### src/rtl/frisc_lsu_pkg.sv
// Shared types and helpers for the load/store alignment unit.
// Holds the RV32 funct3 width codes, the FSM state type and the decode helpers.
package frisc_lsu_pkg;

  typedef enum logic [2:0] {
    F3_B  = 3'b000,
    F3_H  = 3'b001,
    F3_W  = 3'b010,
    F3_BU = 3'b100,
    F3_HU = 3'b101
  } funct3_e;

  typedef enum logic [1:0] {
    S_IDLE,
    S_ACCESS,
    S_RESP
  } state_e;

  // Stores only know B/H/W; loads also allow the unsigned byte/half forms.
  function automatic logic f3Illegal(input logic store, input logic [2:0] f3);
    if (store) return (f3 > 3'b010);
    return (f3 == 3'b011) || (f3[2:1] == 2'b11);
  endfunction

  function automatic logic [3:0] storeMask(input logic [2:0] f3);
    case (f3)
      3'b000:  return 4'b0001;
      3'b001:  return 4'b0011;
      3'b010:  return 4'b1111;
      default: return 4'b0000;
    endcase
  endfunction

  function automatic logic misaligned(input logic [2:0] f3, input logic [1:0] lo);
    case (f3[1:0])
      2'b01:   return lo[0];
      2'b10:   return (lo != 2'b00);
      default: return 1'b0;
    endcase
  endfunction

endpackage

### src/rtl/lsu_extend.sv
// Combinational load-data extension: picks the low byte/half/word of the raw
// memory word and sign- or zero-extends it according to funct3.
module lsu_extend
  import frisc_lsu_pkg::*;
(
  input  logic [2:0]  i_funct3,
  input  logic [31:0] i_raw,
  output logic [31:0] o_data
);

  always_comb begin
    o_data = 32'h0;
    case (funct3_e'(i_funct3))
      F3_B:    o_data = {{24{i_raw[7]}}, i_raw[7:0]};
      F3_H:    o_data = {{16{i_raw[15]}}, i_raw[15:0]};
      F3_W:    o_data = i_raw;
      F3_BU:   o_data = {24'h0, i_raw[7:0]};
      F3_HU:   o_data = {16'h0, i_raw[15:0]};
      default: o_data = 32'h0;
    endcase
  end

endmodule

### src/rtl/lsu_align.sv
// Load/store unit front end: IDLE -> ACCESS -> RESP handshake around a byte-addressed memory.
// Define LSU_MISALIGN_TRAP_EN to report misaligned half/word accesses as errors.
module lsu_align
  import frisc_lsu_pkg::*;
#(
  parameter int ADDR_WIDTH = 32
) (
  input  logic                  clk,
  input  logic                  reset,
  input  logic                  req_valid,
  output logic                  req_ready,
  input  logic                  req_store,
  input  logic [2:0]            req_funct3,
  input  logic [ADDR_WIDTH-1:0] req_addr,
  input  logic [31:0]           req_wdata,
  output logic [ADDR_WIDTH-1:0] mem_addr,
  output logic [31:0]           mem_wdata,
  output logic [3:0]            mem_wmask,
  input  logic [31:0]           mem_rdata,
  output logic                  resp_valid,
  input  logic                  resp_ready,
  output logic [31:0]           resp_data,
  output logic                  resp_err
);

  state_e                r_state;
  state_e                w_next;
  logic                  r_store;
  logic [2:0]            r_funct3;
  logic [ADDR_WIDTH-1:0] r_addr;
  logic [31:0]           r_wdata;
  logic [31:0]           r_respData;
  logic                  r_respErr;
  logic                  w_err;
  logic [31:0]           w_extData;

  lsu_extend u_extend (
    .i_funct3 (r_funct3),
    .i_raw    (mem_rdata),
    .o_data   (w_extData)
  );

`ifdef LSU_MISALIGN_TRAP_EN
  assign w_err = f3Illegal(r_store, r_funct3) | misaligned(r_funct3, r_addr[1:0]);
`else
  assign w_err = f3Illegal(r_store, r_funct3);
`endif

  always_ff @(posedge clk or negedge reset) begin
    if (!reset) r_state <= S_IDLE;
    else        r_state <= w_next;
  end

  always_comb begin
    w_next     = r_state;
    req_ready  = 1'b0;
    mem_wmask  = 4'b0000;
    resp_valid = 1'b0;
    resp_data  = 32'h0;
    resp_err   = 1'b0;
    case (r_state)
      S_IDLE: begin
        req_ready = 1'b1;
        if (req_valid) w_next = S_ACCESS;
      end
      S_ACCESS: begin
        if (r_store && !w_err) mem_wmask = storeMask(r_funct3);
        w_next = S_RESP;
      end
      S_RESP: begin
        resp_valid = 1'b1;
        resp_data  = r_respData;
        resp_err   = r_respErr;
        if (resp_ready) w_next = S_IDLE;
      end
      default: w_next = S_IDLE;
    endcase
  end

  // Memory offsets bytes by address itself, so address and data pass through untouched.
  assign mem_addr  = r_addr;
  assign mem_wdata = r_wdata;

  always_ff @(posedge clk or negedge reset) begin
    if (!reset) begin
      r_store  <= 1'b0;
      r_funct3 <= 3'b000;
      r_addr   <= '0;
      r_wdata  <= 32'h0;
    end else if (r_state == S_IDLE && req_valid) begin
      r_store  <= req_store;
      r_funct3 <= req_funct3;
      r_addr   <= req_addr;
      r_wdata  <= req_wdata;
    end
  end

  always_ff @(posedge clk or negedge reset) begin
    if (!reset) begin
      r_respData <= 32'h0;
      r_respErr  <= 1'b0;
    end else if (r_state == S_ACCESS) begin
      r_respData <= (r_store || w_err) ? 32'h0 : w_extData;
      r_respErr  <= w_err;
    end
  end

endmodule
### config.mk
export PLATFORM = sky130hd
export DESIGN_NAME = lsu_align
export DESIGN_NICKNAME = d
export VERILOG_FILES = /design/src/rtl/frisc_lsu_pkg.sv /design/src/rtl/lsu_extend.sv /design/src/rtl/lsu_align.sv
export SDC_FILE = /design/constraint.sdc
export NUM_CORES = 1
export LEC_CHECK = 0
export BUFFER_PORTS_ARGS = -buffer_cell sky130_fd_sc_hd__buf_2
export CAP_MARGIN = 15
export CORE_UTILIZATION = 51
export CTS_CLUSTER_SIZE = 20
export DETAILED_ROUTE_END_ITERATION = 12
export MAX_ROUTING_LAYER = met4
export PLACE_DENSITY = 0.85
export SLEW_MARGIN = 40
export SYNTH_ARGS = -nofsm -noshare
export SYNTH_HDL_FRONTEND = slang
export SYNTH_SLANG_ARGS = --single-unit
### constraint.sdc
create_clock -name clk -period 4.1 [get_ports clk]
set_clock_uncertainty 0.2 [all_clocks]
set_input_delay 0.205 -clock clk [delete_from_list [all_inputs] [get_ports clk]]
set_output_delay 0.205 -clock clk [all_outputs]
set_load 0.03 [all_outputs]
==> summary.txt, run 1 <==
Synthesis
  – Syn Nets: between 400 and 500
  – Largest family of logic cells by synthesized area: multiplexers
  – Distinct cell type count after synthesis: 27
  – Synth Register Bits: 103
  – Multiplexer share of the synthesized area: 0.1905
  – Ys flop type: dfrtp_1
  – Register area share after synthesis: 0.5670
  – Synth Area in Compound Gates: 0.1206
  – Syn Area/Cell: 13.21 um^2
  – Async SR Flop Fraction: 1.000
  – EDFF count, synth: 0
  – Mapped cell area: 4546 um^2
  – Adder-cell area share of the yosys netlist: 0
  – Simple-Gate Fraction of Synth Area: 0.08340
  – YS warnings: 0
  – XOR/XNOR Fraction of Synth Area: 0
  – Post-Syn Instances: roughly 340

Timing
  – Setup tns final: 0 ns
  – RSZ-0062 raised after global routing: no
  – Slew Viols, Final: 0
  – Final worst path period share: 0.6334
  – Final WS setup: roughly 1.5 ns
  – Slew headroom: 0.5232
  – Setup violators final: 0
  – Peak Freq: just under 400 MHz
  – Slew @ Worst Pin: 0.7145 ns
  – Final Hold Fails: 0
  – Post-route minimum period: around 2.6 ns

Setup path
  – Setup slack, reg-to-reg: between 1.5 and 2 ns
  – Crit path capture type: primary output
  – Crit path buf inv count: 2
  – Worst path slowest cell: or3b_2
  – Crit-path max cell delay: approximately 0.57 ns
  – WP data arrival: 2.19 ns
  – Largest fanout on the critical path: 54
  – R2R Path Start: r_funct3[1]
  – Setup crit start: r_state[1]
  – Worst path top cell family by delay: simple AND/OR/NAND/NOR gates
  – Element type at the critical path start: register
  – Req. time, crit path: approximately 3.7 ns
  – Worst path cell trace: nand2b_2 > buf_4 > or3b_2 > a21oi_1 > buf_2
  – R2R depth: 3
  – Critical setup path kind: register to primary output
  – Worst reg2reg endpoint: r_respData[30]

Power and ir drop
  – Tot Pwr: 4.695 mW
  – Maximum vdd drop: 0.0005226 V
  – Power Dens Cells: 694.1 nW/um^2
  – P_leak: between 3 and 4 nW

Clock tree
  – CTS H-Tree Depth: 3
  – Post-CTS resize count: 0
  – Clock sinks: ~100
  – Clk buf depth: 2
  – Clock Latency Late Sink: 0.35 ns
  – Clk slew on worst S/H paths: ~0.10 ns
  – Post-CTS setup buffers: 0
  – CTS Buf Count: 9
  – Clk root buf: clkbuf_8
  – CTS tree: done

Cells and area
  – Nets: 740
  – Non-Filler Instances: about 750
  – Layout cell share with drive strength beyond 1: 0.5047
  – Util after Layout: 0.7794
  – Area grow syn2layout: 48.80%
  – Commonest cells after routing, fill and taps aside: buf_2 (205), dfrtp_1 (103), dlygate4sd3_1 (100)
  – Antenna Cells: 0
  – Most common cell after layout, fill and taps aside: buf_2

Route
  – DR iter-0 viols: 121
  – Via-to-Cell Ratio: about 5.3
  – Remaining DRCs: 0
  – DR WL/cell: between 15 and 20 um
  – Number of nets with antenna violations after routing: 0
  – WL final: 13.21 mm
  – Via count: 3958
  – Pre-Repair DR Iteration Count: 5

Placed design
  – IO buf count: roughly 210
  – Detail Placement HPWL: between 7 and 8 mm
  – Post-placement cell count: 633
  – Pre-CTS setup slack: 1.712 ns
  – Final GP Congestion: 0.7544

Min path
  – Hold_sp: mem_rdata[7]
  – Hold endpoint: r_respData[7]
  – Hold WC Path Type: input port to register
  – Hold Crit Depth: 2

Floorplan
  – Die area: between 9000 and 10000 um^2
  – Total core area: between 8000 and 9000 um^2
  – Starting density of the core: 0.5238
  – Die X-Extent: 96.41 um
  – Row Count: 34
  – I/O pin cnt: roughly 210
  – DIE HEIGHT: between 90 and 100 um

Global route
  – Initial antenna violation count: 0
  – Largest net degree at the start of global routing: between 60 and 70
  – Vias in the first global route: 4030
  – First-pass GRT wire length: around 20 mm
  – Global route overflow: 0
  – Gr usage total: 0.2945

Job
  – Max cap viols: 0

Status
  – Status: completed
[layer usage]
layer	vias up	track usage	share of wire
met5	-	-	0
met4	0	0.1189	0.024
met3	32	0.05321	0.063
met2	187	0.5248	0.53
met1	1949	0.3269	0.39
li1	1790	-	-
[cell usage after synthesis, types with 2 or more instances]
| library cell | n | area share |
|---|---|---|
| buf_4 | 4 | 0.0066 |
| o21ai_1 | 4 | 0.0044 |
| a22oi_2 | 16 | 0.044 |
| buf_2 | 11 | 0.012 |
| a22oi_1 | 24 | 0.040 |
| clkbuf_1 | 10 | 0.0083 |
| buf_6 | 4 | 0.0099 |
| dfrtp_1 | 103 | 0.57 |
| a21oi_1 | 3 | 0.0033 |
| nor2_1 | 3 | 0.0025 |
| nor2b_1 | 2 | 0.0028 |
| inv_1 | 2 | 0.0017 |
| mux2_2 | 75 | 0.19 |
| nand2_1 | 25 | 0.021 |
| a22o_1 | 8 | 0.015 |
| and2_1 | 34 | 0.047 |
| nand2b_1 | 2 | 0.0028 |
| o21ai_0 | 5 | 0.0055 |
[through the flow]
stage	hold slack [ns]	area, um^2
global placement	0.1443	5583
global route	0.01774	6764
detailed placement	0.1483	5594
finish	0.01745	6764
floorplan	-0.2906	4546
CTS	0.002911	6758
[timing repair]
item                                   CTS  global route
hold buffers                           100             0
setup endpoints to repair                0             0
endpoints found under the hold margin  166             0
[logic make-up (layout without fill, tap and decap cells)]
group,Yosys count,in the layout
flops,103,103
mux,77,77
simple gates,70,70
compound gates,63,63
buf+inv,31,327
[where the power goes]
| part | internal [mW] | switching [mW] |
|---|---|---|
| Clock | 0.221 | 0.348 |
| Combinational | 0.885 | 1.47 |
| Sequential | 1.45 | 0.317 |
| Total | 2.56 | 2.13 |
[registers in the layout, indices dropped and copies added, names as in the netlist]
register	flops
r_state	2
r_respData	32
r_store	1
mem_wdata	32
mem_addr	32
r_respErr	1
r_funct3	3
[final cells by class]
| type | count | area, um^2 |
|---|---|---|
| Sequential cell | 103 | 2577 |
| Timing Repair Buffer | 310 | 2068 |
| Fill cell | 539 | 1914 |
| Multi-Input combinational cell | 210 | 1813 |
| Tap cell | 108 | 135.1 |
| Clock buffer | 11 | 131.4 |
| Clock inverter | 4 | 31.28 |
| Inverter | 2 | 7.507 |
[worst max-delay path by stage]
stage	slack, ns	cells after the start	to
4_1_cts	1.54	5	mem_wmask[3]
2_1_floorplan	1.83	5	mem_wmask[3]
3_3_place_gp	1.79	4	mem_addr[1]
5_1_grt	1.40	5	mem_wmask[2]
6_report	1.50	5	mem_wmask[0]
3_5_place_dp	1.71	4	mem_wdata[17]
Note: power is estimated with default switching activity, not from simulation.
==> run 2, diff against run 1 <==
--- a/config.mk
+++ b/config.mk
@@ -7,11 +7,11 @@
 export LEC_CHECK = 0
 export BUFFER_PORTS_ARGS = -buffer_cell sky130_fd_sc_hd__buf_2
 export CAP_MARGIN = 15
-export CORE_UTILIZATION = 51
+export CORE_UTILIZATION = 42
 export CTS_CLUSTER_SIZE = 20
 export DETAILED_ROUTE_END_ITERATION = 12
 export MAX_ROUTING_LAYER = met4
-export PLACE_DENSITY = 0.85
+export PLACE_DENSITY = 0.75
 export SLEW_MARGIN = 40
 export SYNTH_ARGS = -nofsm -noshare
 export SYNTH_HDL_FRONTEND = slang
==> constraint.sdc (replaced) <==
create_clock -name clk -period 2.2 [get_ports clk]
set_clock_uncertainty 0.2 [all_clocks]
set_input_delay 0.11 -clock clk [delete_from_list [all_inputs] [get_ports clk]]
set_output_delay 0.11 -clock clk [all_outputs]
set_load 0.03 [all_outputs]
==> run 2 against run 1 <==
  * Power is 89% higher
  * Sequential share of layout area is 0.89 points lower
  * Count of clock-buffer cells in the layout is 2 higher
  * Die area is 21% higher
  * Final area is 2.4% higher
  * Largest power group unchanged
  * Highest routed layer unchanged
==> summary.txt, run 2 (same netlist as run 1, synthesis figures left out) <==
Status
  – Status: completed

Setup path
  – Worst path top cell family by delay: simple AND/OR/NAND/NOR gates
  – Worst path slowest cell: or3b_4
  – Worst reg2reg endpoint: mem_addr[23]
  – Crit path capture type: primary output
  – Setup crit start: r_state[1]
  – Critical setup path kind: register to primary output
  – Crit-path max cell delay: ~0.43 ns
  – Setup slack, reg-to-reg: between 0.3 and 0.4 ns
  – R2R depth: 4
  – Element type at the critical path start: register
  – R2R Path Start: r_state[0]
  – Largest fanout on the critical path: 5
  – WP data arrival: about 1.8 ns
  – Req. time, crit path: about 1.9 ns
  – Worst path cell trace: nand2b_2 > or3b_4 > a21oi_1 > buf_4
  – Worst path depth: 4
  – Crit path buf inv count: 1
  – Critical path destination: mem_wmask[0]

Cells and area
  – Nets: approximately 750
  – Layout cell share with drive strength beyond 1: 0.5123
  – Area grow syn2layout: 52.35%
  – Most common cell after layout, fill and taps aside: buf_2
  – Fillers: about 740
  – Commonest cells after routing, fill and taps aside: buf_2 (201), dfrtp_1 (103), dlygate4sd3_1 (102)
  – Antenna Cells: 0
  – Util after Layout: 0.6649

Power and ir drop
  – Tot Pwr: roughly 8.9 mW
  – Comb pwr share: 0.506
  – Seq pwr share: 0.364
  – Maximum vdd drop: ~0.00095 V
  – Net switching power: around 3.9 mW
  – Internal Power: 4.939 mW
  – Power Dens Cells: 1283 nW/um^2
  – Clock power share: 0.130
  – P_leak: approximately 3.3 nW
  – Switching share of power: 0.4441

Clock tree
  – Clk slew on worst S/H paths: 0.09 ns
  – Clk root buf: clkbuf_8
  – Clk buf depth: 2
  – Clock sinks: between 100 and 150
  – CTS H-Tree Depth: 3
  – Post-CTS setup buffers: 0
  – CTS tree: done
  – Clock Latency Late Sink: roughly 0.36 ns
  – CTS Buf Count: 9

Placed design
  – Final GP Congestion: between 0.7 and 0.8
  – Detail Placement HPWL: approximately 7.8 mm
  – IO buf count: 206

Route
  – Remaining DRCs: 0
  – Via count: about 3900
  – WL final: 12.89 mm
  – DR WL/cell: between 15 and 20 um
  – DR iter-0 viols: ~280
  – Via-to-Cell Ratio: 4.921
  – Pre-Repair DR Iteration Count: 5
  – Number of nets with antenna violations after routing: 0

Floorplan
  – DIE HEIGHT: ~110 um
  – Die X-Extent: approximately 110 um
  – Die area: ~11000 um^2
  – Total core area: approximately 10000 um^2
  – I/O pin cnt: approximately 210
  – Row Count: 37
  – Starting density of the core: 0.4364

Timing
  – Setup violators final: 0
  – Slew Viols, Final: 0
  – Final worst path period share: 0.9437
  – Peak Freq: 481.7 MHz
  – Slew headroom: 0.5993
  – RSZ-0062 raised after global routing: no
  – Final hold slack: about 0.096 ns
  – Slew @ Worst Pin: roughly 0.6 ns
  – Post-route minimum period: 2.076 ns
  – Final Hold Fails: 0

Global route
  – Initial antenna violation count: 0
  – Global route overflow: 0
  – Largest net degree at the start of global routing: between 50 and 60
  – Gr usage total: 0.2412
  – First-pass GRT wire length: slightly above 20 mm
  – Vias in the first global route: between 4000 and 5000

Job
  – Max cap viols: 0

Min path
  – Hold WC Path Type: input port to async pin
-- run 2: cell count changes in the layout (fill, tap and decap cells not counted), sizes merged --
cell,change
buf,+7
clkbuf,+2
dlygate4sd3,+2
clkinvlp,-1
-- run 2: final cells by class --
type | count | area, um^2 | area share
Tap cell | 136 | 170.2 | 0.02457
Sequential cell | 103 | 2577 | 0.3722
Timing Repair Buffer | 319 | 2172 | 0.3136
Clock inverter | 3 | 23.77 | 0.003433
Clock buffer | 13 | 168.9 | 0.02439
Multi-Input combinational cell | 210 | 1805 | 0.2607
Inverter | 2 | 7.507 | 0.001084
-- run 2: worst min path at each step --
stage	start	endpoint	slack, ns	cells after the start
6_report	reset	r_respData[19]	0.1	2
5_1_grt	reset	r_respData[28]	0.14	2
4_1_cts	reset	r_respData[23]	0.1	2
3_5_place_dp	reset	r_respData[17]	-0.04	1
3_3_place_gp	reset	r_respData[17]	-0.05	1
2_1_floorplan	reset	mem_addr[0]	-0.39	0
-- run 2: metal layers --
metal / track usage / routed length, um / up-vias
li1: - / - / 1816
met1: 0.2843 / 5214 / 1854
met2: 0.4080 / 6599 / 173
met3: 0.04292 / 771 / 25
met4: 0.1012 / 307 / 0
met5: - / 0 / -
-- run 2: timing repair --
action / in CTS / in global routing
resized for setup: 1 / 8
hold endpoints to repair: 146 / 0
setup endpoints to repair: 3 / 4
hold buffers: 102 / 0
-- run 2: power by group through the flow --
stage          sequential, mW  clock [mW]  combinational (mW)
6_report                 3.23        1.16                4.50
5_1_grt                  3.34        1.26                4.76
4_1_cts                  3.20        1.19                4.45
3_5_place_dp             3.21           0                4.30
3_3_place_gp             3.17           0                4.21
2_1_floorplan            4.33           0                1.95
-- run 2: per-stage QoR --
step	std cells	instance area, um^2	setup slack, ns	setup TNS [ns]
floorplan	344	4546	0.02936	0
global placement	668	5695	0.3940	0
detailed placement	668	5695	0.3407	0
CTS	786	6912	-0.02097	-0.04146
global route	786	6925	0.02818	0
finish	786	6925	0.1238	0
==> run 3, diff against run 2 <==
--- a/config.mk
+++ b/config.mk
@@ -12,6 +12,7 @@
 export DETAILED_ROUTE_END_ITERATION = 12
 export MAX_ROUTING_LAYER = met4
 export PLACE_DENSITY = 0.75
+export RECOVER_POWER = 50
 export SLEW_MARGIN = 40
 export SYNTH_ARGS = -nofsm -noshare
 export SYNTH_HDL_FRONTEND = slang
==> run 3 against run 2 <==
  * Setup slack worse by 0.0049 ns
  * Cell count is the same
  * Die area did not move
  * Power shrank 1.8%
  * Critical path depth did not move
  * Global-route usage unchanged
  * Sequential cell count did not move
  * Wire length shrank 0.13%
  * Clock power is essentially flat
  * Hold slack better by 0.044 ns
  * Critical path type unchanged
  * Largest power group unchanged
==> summary.txt, run 3 (same netlist as run 1, synthesis figures left out) <==
Timing
  – RSZ-0062 raised after global routing: no
  – Slew Viols, Final: 0
  – Final WS setup: roughly 0.12 ns
  – Setup tns final: 0 ns
  – Final Hold Fails: 0
  – Slew @ Worst Pin: between 1 and 1.5 ns
  – Final worst path period share: 0.9459
  – Peak Freq: between 400 and 500 MHz
  – Slew headroom: 0.2355
  – Post-route minimum period: ~2.1 ns
  – Setup violators final: 0

Cells and area
  – Nets: between 700 and 800
  – Most common cell after layout, fill and taps aside: buf_2
  – Area of the multi-input gates: around 1800 um^2
  – Layout cell share with drive strength beyond 1: 0.4138
  – Antenna Cells: 0
  – Non-Filler Instances: 786
  – Commonest cells after routing, fill and taps aside: buf_2 (137), dfrtp_1 (103), dlygate4sd3_1 (102)
  – Fillers: between 700 and 800
  – Register area: roughly 2600 um^2
  – Area grow syn2layout: 50.34%
  – Util after Layout: 0.6561

Floorplan
  – DIE HEIGHT: 106.0 um
  – Total core area: 10420 um^2
  – I/O pin cnt: just over 200
  – Starting density of the core: 0.4364
  – Die X-Extent: approximately 110 um
  – Die area: around 11000 um^2
  – Row Count: 37

Setup path
  – Largest fanout on the critical path: 5
  – Element type at the critical path start: register
  – Critical setup path kind: register to primary output
  – Req. time, crit path: 1.89 ns
  – Worst path slowest cell: or3b_4
  – WP data arrival: 1.77 ns
  – Worst path cell trace: nand2b_2 > or3b_4 > a21oi_1 > buf_4
  – Crit-path max cell delay: about 0.42 ns
  – Crit path capture type: primary output

Route
  – Remaining DRCs: 0
  – DR WL/cell: roughly 16 um
  – Via-to-Cell Ratio: between 4 and 5
  – Pre-Repair DR Iteration Count: 4
  – WL final: approximately 13 mm
  – Via count: between 3000 and 4000
  – DR iter-0 viols: approximately 240
  – Number of nets with antenna violations after routing: 0

Job
  – Max cap viols: 0

Global route
  – First-pass GRT wire length: about 20 mm
  – Global route overflow: 0
  – Gr usage total: 0.2412
  – Initial antenna violation count: 0
  – Largest net degree at the start of global routing: between 50 and 60
  – Vias in the first global route: 4160

Min path
  – Hold WC Path Type: input port to register

Clock tree
  – Clock sinks: 103
  – Clk root buf: clkbuf_8
  – Clock Latency Late Sink: about 0.36 ns
  – Clk buf depth: 2
  – CTS H-Tree Depth: 3
  – CTS Buf Count: 9
  – Clk slew on worst S/H paths: around 0.10 ns
  – CTS tree: done
  – Post-CTS setup buffers: 0

Power and ir drop
  – P_leak: about 3.1 nW
  – Seq pwr share: 0.372
  – Comb pwr share: 0.495
  – Power Dens Cells: approximately 1300 nW/um^2
  – Net switching power: 3.963 mW
  – Clock power share: 0.133
  – Maximum vdd drop: between 0.0009 and 0.001 V
  – Internal Power: between 4 and 5 mW
  – Switching share of power: 0.4542
  – Tot Pwr: about 8.7 mW

Placed design
  – Final GP Congestion: approximately 0.7
  – Detail Placement HPWL: 7.761 mm
  – IO buf count: between 200 and 250
  – Pre-CTS setup slack: roughly 0.34 ns
  – Post-placement cell count: 668

Status
  – Status: completed
-- run 3: per-layer routing --
metal  vias to the layer above  wire (um)  share of wire  track usage
li1                       1815          -              -            -
met1                      1851       5217           0.41       0.2843
met2                       174       6571           0.51       0.4080
met3                        25        777          0.060      0.04292
met4                         0        310          0.024       0.1012
met5                         -          0              0            -
-- run 3: repair_timing --
item                       CTS  global route
resized for setup            1             8
hold buffers               102             0
setup endpoints to repair    3             4
hold endpoints to repair   146             0
pin swaps                    0             0
-- run 3: critical path, delay by kind of cell (launching register included) --
| family | cells | cell delay [ns] |
|---|---|---|
| AO/OA/AOI/OAI | 1 | 0.17 |
| buffers and inverters | 1 | 0.19 |
| flip-flops | 1 | 0.39 |
| AND/OR/NAND/NOR | 2 | 0.65 |
-- run 3: final timing paths --
check | depth (start not counted) | start | endpoint | slack [ns]
worst max-delay path | 4 | r_state[1] | mem_wmask[0] | 0.12
worst min-delay path | 3 | req_valid | mem_addr[31] | 0.14
worst max register to register | 4 | r_state[0] | mem_addr[23] | 0.30
worst min register to register | 2 | r_respErr | r_respErr | 0.28
max in group asynchronous | 3 | reset | mem_addr[12] | 0.40
min in group asynchronous | 2 | reset | r_respData[19] | 0.31
-- run 3: power by group through the flow --
| stage | Sequential (mW) | Combinational [mW] | Clock, mW |
|---|---|---|---|
| after CTS | 3.20 | 4.45 | 1.19 |
| after global routing | 3.35 | 4.58 | 1.26 |
| after detailed placement | 3.21 | 4.30 | 0 |
| final | 3.25 | 4.32 | 1.16 |
| after floorplan | 4.33 | 1.95 | 0 |
| after global placement | 3.17 | 4.21 | 0 |
-- run 3: area by class of cell --
type / instances / area share
clock buffers: 13 / 0.02472
inverters: 2 / 0.001098
repair buffers: 319 / 0.3045
multi-input cells: 210 / 0.2642
clock inverters: 3 / 0.003479
flip-flops and latches: 103 / 0.3772
well taps: 136 / 0.02490
-- run 3: per-stage QoR --
step	instance area, um^2	hold WS (ns)
6_report	6834	0.1403
5_1_grt	6834	0.1391
4_1_cts	6912	0.09868
3_5_place_dp	5695	-0.03901
3_3_place_gp	5695	-0.05207
2_1_floorplan	4546	-0.3856
